**config.mk**
```make
export PLATFORM = sky130hd
export DESIGN_NAME = axis_frame_packer
export DESIGN_NICKNAME = d
export VERILOG_FILES = /design/src/rtl/axis_frame_packer.sv
export SDC_FILE = /design/constraint.sdc
export NUM_CORES = 1
export LEC_CHECK = 0
export CAP_MARGIN = 40
export CORE_MARGIN = 2
export CORE_UTILIZATION = 57
export CTS_CLUSTER_SIZE = 28
export DETAILED_ROUTE_END_ITERATION = 16
export PLACE_DENSITY = 0.85
export SYNTH_ARGS = -nofsm -noshare
export SYNTH_HDL_FRONTEND = slang
export SYNTH_SLANG_ARGS = --single-unit
```
**constraint.sdc**
```tcl
create_clock -name clk -period 2.86 [get_ports clk]
set_input_delay 0.429 -clock clk [delete_from_list [all_inputs] [get_ports clk]]
set_output_delay 0.429 -clock clk [all_outputs]
set_load 0.05 [all_outputs]
```
**src/rtl/axis_frame_packer.sv**
```systemverilog
// axis_frame_packer: groups an unframed AXI-Stream beat stream into packets.
// A packet closes when it reaches MAX_LEN beats, on a flush pulse, after TIMEOUT
// idle cycles, or when the destination changes. Each packet is tagged with a
// sequence number on tuser. The core is a single hold register feeding a
// single output register.
module axis_frame_packer #(
  parameter int TDATA_WIDTH = 8,
  parameter int TDEST_WIDTH = 8,
  parameter int TID_WIDTH   = 8,
  parameter int TUSER_WIDTH = 8,
  parameter int SOURCE_ID   = 0,
  parameter int MAX_LEN     = 16,
  parameter int TIMEOUT     = 255
) (
  input  logic                   clk,
  input  logic                   resn,
  input  logic [TDATA_WIDTH-1:0] s_axis_tdata,
  input  logic [TDEST_WIDTH-1:0] s_axis_tdest,
  input  logic                   s_axis_tvalid,
  output logic                   s_axis_tready,
  input  logic                   flush,
  output logic [TDATA_WIDTH-1:0] m_axis_tdata,
  output logic [TDEST_WIDTH-1:0] m_axis_tdest,
  output logic [TID_WIDTH-1:0]   m_axis_tid,
  output logic [TUSER_WIDTH-1:0] m_axis_tuser,
  output logic                   m_axis_tvalid,
  output logic                   m_axis_tlast,
  input  logic                   m_axis_tready,
  output logic [15:0]            pkt_count
);

  localparam logic [7:0]  LP_MAX_LEN = 8'(MAX_LEN);
  localparam logic [15:0] LP_TIMEOUT = 16'(TIMEOUT);

  typedef enum logic {ST_EMPTY, ST_HELD} state_t;

  state_t                 r_state;
  state_t                 w_stateNext;

  logic [TDATA_WIDTH-1:0] r_holdData;
  logic [TDEST_WIDTH-1:0] r_holdDest;
  logic [7:0]             r_holdIdx;
  logic [15:0]            r_tmoCnt;
  logic                   r_flushPend;

  logic [TDATA_WIDTH-1:0] r_outData;
  logic [TDEST_WIDTH-1:0] r_outDest;
  logic [TUSER_WIDTH-1:0] r_outUser;
  logic                   r_outValid;
  logic                   r_outLast;
  logic [TUSER_WIDTH-1:0] r_seq;
  logic [15:0]            r_pktCount;

  logic                   w_outFree;
  logic                   w_sReady;
  logic                   w_inHs;
  logic                   w_flushReq;
  logic                   w_close;
  logic                   w_move;
  logic                   w_lastHs;
  logic [TUSER_WIDTH-1:0] w_seqNext;

  // State register: EMPTY means nothing held, HELD means one beat waits in hold.
  always_ff @(posedge clk or negedge resn) begin
    if (!resn) r_state <= ST_EMPTY;
    else       r_state <= w_stateNext;
  end

  // Next state: a beat in EMPTY is captured; in HELD we drain to EMPTY only when the held beat leaves with no replacement.
  always_comb begin
    w_stateNext = r_state;
    case (r_state)
      ST_EMPTY: if (w_inHs) w_stateNext = ST_HELD;
      ST_HELD:  if (w_move && !w_inHs) w_stateNext = ST_EMPTY;
      default:  w_stateNext = ST_EMPTY;
    endcase
  end

  // Handshake, close and move decisions; the tuser for a moved beat already accounts for a packet finishing this cycle.
  always_comb begin
    w_outFree  = !r_outValid || m_axis_tready;
    w_sReady   = (r_state == ST_EMPTY) || w_outFree;
    w_inHs     = s_axis_tvalid && w_sReady;
    w_flushReq = flush || r_flushPend;
    w_close    = (r_state == ST_HELD) &&
                 ((r_holdIdx == LP_MAX_LEN) || w_flushReq || (r_tmoCnt == LP_TIMEOUT) ||
                  (w_inHs && (s_axis_tdest != r_holdDest)));
    w_move     = (r_state == ST_HELD) && w_outFree && (w_inHs || w_close);
    w_lastHs   = r_outValid && m_axis_tready && r_outLast;
    w_seqNext  = r_seq + TUSER_WIDTH'(w_lastHs);
  end

  // Hold register, idle timer and latched flush for the beat waiting to be emitted.
  always_ff @(posedge clk or negedge resn) begin
    if (!resn) begin
      r_holdData  <= '0;
      r_holdDest  <= '0;
      r_holdIdx   <= '0;
      r_tmoCnt    <= '0;
      r_flushPend <= 1'b0;
    end else begin
      if (w_inHs) begin
        r_holdData <= s_axis_tdata;
        r_holdDest <= s_axis_tdest;
        r_holdIdx  <= ((r_state == ST_EMPTY) || w_close) ? 8'd1 : r_holdIdx + 8'd1;
      end
      if (w_inHs || (w_stateNext == ST_EMPTY))
        r_tmoCnt <= '0;
      else if ((r_state == ST_HELD) && (r_tmoCnt != LP_TIMEOUT))
        r_tmoCnt <= r_tmoCnt + 16'd1;
      if (w_move)
        r_flushPend <= 1'b0;
      else if ((r_state == ST_HELD) && flush)
        r_flushPend <= 1'b1;
    end
  end

  // Output register: loads on a move and otherwise holds its fields until the consumer takes the beat.
  always_ff @(posedge clk or negedge resn) begin
    if (!resn) begin
      r_outData  <= '0;
      r_outDest  <= '0;
      r_outUser  <= '0;
      r_outValid <= 1'b0;
      r_outLast  <= 1'b0;
    end else if (w_move) begin
      r_outData  <= r_holdData;
      r_outDest  <= r_holdDest;
      r_outUser  <= w_seqNext;
      r_outValid <= 1'b1;
      r_outLast  <= w_close;
    end else if (m_axis_tready) begin
      r_outValid <= 1'b0;
    end
  end

  // Sequence number and completed-packet count advance when a last beat is accepted downstream.
  always_ff @(posedge clk or negedge resn) begin
    if (!resn) begin
      r_seq      <= '0;
      r_pktCount <= '0;
    end else begin
      r_seq <= w_seqNext;
      if (w_lastHs) r_pktCount <= r_pktCount + 16'd1;
    end
  end

  assign s_axis_tready = w_sReady;
  assign m_axis_tdata  = r_outData;
  assign m_axis_tdest  = r_outDest;
  assign m_axis_tid    = TID_WIDTH'(SOURCE_ID);
  assign m_axis_tuser  = r_outUser;
  assign m_axis_tvalid = r_outValid;
  assign m_axis_tlast  = r_outLast;
  assign pkt_count     = r_pktCount;

endmodule
```
# [Word level (Yosys, flattened, before mapping)]
# Cells that the tools add are included.
[word_totals] ff_bits=92 in_bits=21 output_inout_bits=51
[classes] add_sub_neg=4 n_eq_ne=4 muxes=10 n_bitwise=2 reduce_logical=24
[op_table] op="$add 16x1->16 const B" n=2
[op_table] op="$mux 16" n=2
[op_table] op="$eq 16x8->1 const B" n=1
[op_table] op="$ne 16x8->1 const B" n=1
[op_table] op="$logic_and 1x1->1" n=10
[op_table] op="$logic_or 1x1->1" n=9
[op_table] op="$add 8x1->8" n=1
[op_table] op="$add 8x1->8 const B" n=1
[op_table] op="$eq 8x5->1 const B" n=1
[op_table] op="$mux 8" n=1
[op_table] op="$ne 8x8->1" n=1
[op_table] op="$mux 1" n=6
[op_table] op="$reduce_bool 2->1" n=3
[op_table] op="$logic_not 1->1" n=2
[op_table] op="$not 1->1" n=2
[op_table] op="$pmux 1 s2" n=1

# [Depth between registers and ports, before layout]
# Gate-level depths: netlist (run 1).
[logic_depth] word_depth=15 depth_mapped=8 ltp_nobuf=7

# [Worst setup path after synthesis (run 1)]
# No wires, ideal clock.
[synth_path] path_type="register to register" startpoint="reg r_outValid (netlist: m_axis_tvalid)" endpoint="reg r_outUser[6] (netlist: m_axis_tuser[6])" setup_time_ns=0.125 arrival_time_ns=2.091 path_slack_ns=0.644 stages_incl_launch_ff=9 n_path_buf=1 synth_period_minus_slack_ns=2.216 cell_sequence="dfrtp_1 > and3_1 > clkbuf_1 > ha_1 > ha_1 > nand3_1 > nor2_1 > xor2_1 > mux2_2"
[synth_rtl] element="from (decl)" line_no="49" text="logic r_outValid;"
[synth_rtl] element="from (signal assigned)" line_no="124" text="r_outValid <= 1'b0;"
[synth_rtl] element="from (signal assigned)" line_no="130" text="r_outValid <= 1'b1;"
[synth_rtl] element="from (signal assigned)" line_no="133" text="r_outValid <= 1'b0;"
[synth_rtl] element="$logic_and 1x1->1 (2 in series)" line_no="89" text="w_lastHs = r_outValid && m_axis_tready && r_outLast;"
[synth_rtl] element="named net w_lastHs" line_no="60" text="logic w_lastHs;"
[synth_rtl] element="$add 8x1->8" line_no="90" text="w_seqNext = r_seq + TUSER_WIDTH'(w_lastHs);"
[synth_rtl] element="named net w_seqNext[6]" line_no="61" text="logic [TUSER_WIDTH-1:0] w_seqNext;"
[synth_rtl] element="to (signal assigned)" line_no="129" text="r_outUser <= w_seqNext;"
[synth_rtl] element="to (decl)" line_no="48" text="logic [TUSER_WIDTH-1:0] r_outUser;"
# The timed path passes the listed nets, and every way through them passes these cells.
# A chain may end at the register's enable or synchronous reset.

# [Worst setup path in the final report (run 1)]
[layout_path] startpoint="reg r_state" endpoint="out s_axis_tready"
[layout_between] elab_chain_len=2
[layout_lines] element="from (decl)" line_no="37" text="state_t r_state;"
[layout_lines] element="from (signal assigned)" line_no="66" text="else r_state <= w_stateNext;"
[layout_lines] element="$not 1->1"
[layout_lines] element="$logic_or 1x1->1" line_no="82" text="w_sReady = (r_state == ST_EMPTY) || w_outFree;"
[layout_lines] element="to (decl)" line_no="20" text="output logic s_axis_tready,"
# Every way passes these cells.

==> out/qor.yml, run 1 <==
placement:
  dp.cells: 540
  gp_congestion: 0.8069
  pre_cts_slack_ns: 0.4848
  portBuffers: 63
  dp_hpwl_um: 6023
routing:
  vias_per_cell: 5.358
  ant_nets: 0
  drt_first_pass_iters: 4
  dr.first_iter.drc_count: 122
  drc: 0
  wire_per_inst_um: 15.09
  drt-total-wl_um: 8390
  vias: 2979
sta:
  worstMarginPinSlew_ns: 0.5763
  layout_setup_ws_ns: 0.3718
  min_period_over_period_pct: 87.00
  rsz0062_at_grt: "false"
  fin_tns_setup_ns: 0
  holdWs_ns: 0.05792
  period_needed_ns: 2.488
  slew_headroom_pct: 61.49
  slew_violations: 0
  skew_ns: 0.01396
  finalSetupViolCount: 0
  hold_viol_final: 0
  fmax_mhz: 401.9
global_route:
  globalRouteOverflowTotal: 0
  grt_util_all_layers_pct: 21.88
  grt_max_degree: 50
  antenna_found_initial: 0
  grt_pass1_vias: 2984
  grt_pass1_wl_um: 14630
critical_path:
  worstPathRequired_ns: 2.43
  endpoint_kind: "output port"
  cp-start-kind: "register"
  path_max_fanout: 18
  worstPathArrival_ns: 2.06
  crit_type: "register to output port"
cells_and_area:
  fin_nets: 479
  drive_gt1_share_pct: 13.13
  fillers: 547
  area_delta_synth_final_pct: 20.58
  fin_cells: 556
  mostFrequentLayoutCells: "92 x dfrtp_1, 71 x nand2_1, 62 x clkdlybuf4s50_1, 32 x nor2_1, 26 x xnor2_1"
  antenna_cells: 0
  mostFrequentLayoutCell: "dfrtp_1"
clocking:
  cts-root-buf: "clkbuf_8"
  clk_path_buf_depth: 2
  htreeDepth: 3
  cts_buffers: 9
  insertion_delay_ns: 0.35
  post_cts_buffers: 0
  cts_tree: "yes"
  clock_sinks: 92
  ctsResizeCount: 0
  hold_buffers: 0
  clk_pin_slew_ns: 0.09
status:
  status: "complete, no violations"
synthesis:
  netlist_instances: 386
  syn_area_um2: 4317
  synth_top_area_share_pct: 53.33
  synth.area.top_cells: "dfrtp_1 53%, nand2_1 6.2%, mux2_4 5.6%"
  yosys_warnings: 0
  yosys.area.top_type: "dfrtp_1"
  synthDistinctLibCells: 45
  ys_seq_area_share_pct: 53.33
  syn_avg_cell_area_um2: 11.18
  synth-seq-cells: 92
  async_flop_share_pct: 100.0
  synth-main-ff-cell: "dfrtp_1"
  synth_edf_count: 0
die:
  dieArea_um2: 8286
  rows: 31
  coreArea_um2: 7292
  die_y_um: 91.03
  start_util_pct: 59.20
  die_w_um: 91.03
  io_pins: 72
run:
  cap_violations: 0
pwr:
  max-vdd-ir-drop_mv: 0.3647
  p_per_area_nw_per_um2: 828.9
  p_leak_nw: 2.341
worst_hold_path:
  hp-class: "primary input to asynchronous set/reset pin"
==> report_power, final <==
part           leakage (nW)  switching [mW]  total [mW]  internal (mW)
Combinational          1.06            1.03        1.68          0.647
Clock                0.0934           0.486       0.845          0.358
Sequential             1.18           0.223        1.79           1.57
==> stage by stage <==
step / util (%) / power, mW / instance area [um^2]
global placement: 68.74 / 3.436 / 5012
global route: 71.38 / 4.508 / 5205
floorplan: - / 2.934 / 4343
CTS: 71.38 / 4.340 / 5205
finish: 71.38 / 4.314 / 5205
detailed placement: 68.74 / 3.497 / 5012
==> kinds of logic after synthesis <==
family | after synthesis | synth area share, %
other cells | 1 | 0.08687
xor+xnor | 44 | 8.928
flops | 92 | 53.33
compound gates | 19 | 3.566
simple gates | 171 | 19.91
fa+ha+maj | 6 | 1.739
mux | 28 | 8.638
buf+inv | 25 | 3.797
==> Yosys cell counts (2+ instances only) <==
library cell	instances
a21oi_1	3
a31oi_1	2
a32oi_1	2
and2_1	3
and3_1	8
and3_2	2
and4_1	3
buf_4	9
clkbuf_1	7
dfrtp_1	92
ha_1	6
inv_1	5
mux2_2	10
mux2_4	16
mux2i_1	2
nand2_1	71
nand3_1	18
nand4_1	17
nor2_1	32
nor3_1	5
nor4_4	2
o21ai_0	6
xnor2_1	26
xor2_1	18
==> final cells by class <==
type	instances	area, um^2	share of cell area (%)
Clock buffer	10	137.6	2.644
Clock inverter	6	55.05	1.058
Inverter	5	18.77	0.3606
Multi-Input combinational cell	276	1877	36.06
Sequential cell	92	2302	44.23
Tap cell	99	123.9	2.380
Timing Repair Buffer	68	690.7	13.27
==> per-layer routing <==
layer	vias to the layer above	global-route usage, %	part of all wire (%)
li1	1432	-	-
met1	1485	29.22	45
met2	52	36.85	51
met3	10	2.158	2.5
met4	0	8.965	1.7
met5	-	0	0
==> path summary, 6_finish.rpt <==
| path | from | to | slack [ns] | depth (start not counted) |
|---|---|---|---|---|
| max in group asynchronous | resn | pkt_count[4]$_DFFE_PN0P_ | 2.16 | 2 |
| setup / recovery | r_state$_DFF_PN0_ | s_axis_tready | 0.37 | 2 |
| hold reg to reg | pkt_count[15]$_DFFE_PN0P_ | pkt_count[15]$_DFFE_PN0P_ | 0.47 | 1 |
| hold / removal | resn | m_axis_tdest[0]$_DFFE_PN0N_ | 0.06 | 1 |
| setup reg to reg | r_holdIdx[5]$_DFFE_PN0P_ | m_axis_tuser[4]$_DFFE_PN0N_ | 0.69 | 5 |
| min in group clk | pkt_count[15]$_DFFE_PN0P_ | pkt_count[15]$_DFFE_PN0P_ | 0.47 | 1 |
==> flip-flops by register name (all words and copies together) (netlist names) <==
name           cells
r_holdIdx          8
m_axis_tuser       8
r_flushPend        1
m_axis_tdest       8
m_axis_tlast       1
r_seq              8
r_holdDest         8
m_axis_tvalid      1
r_state            1
r_holdData         8
pkt_count         16
r_tmoCnt          16
m_axis_tdata       8
==> worst max-delay path, stage by stage, from the launching register on <==
cell,delay [ns]
dfrtp_1,0.58
nand3b_1,0.25
clkdlybuf4s50_1,0.87
(Power assumes the default switching activity.)
==> run 2, diff against run 1 <==
- ABC_CLOCK_PERIOD_IN_PS: not set -> 2860
- CAP_MARGIN: 40 -> 20
==> results of run 2 <==
No change in the layout: final DEF, timing and power equal those of run 1.
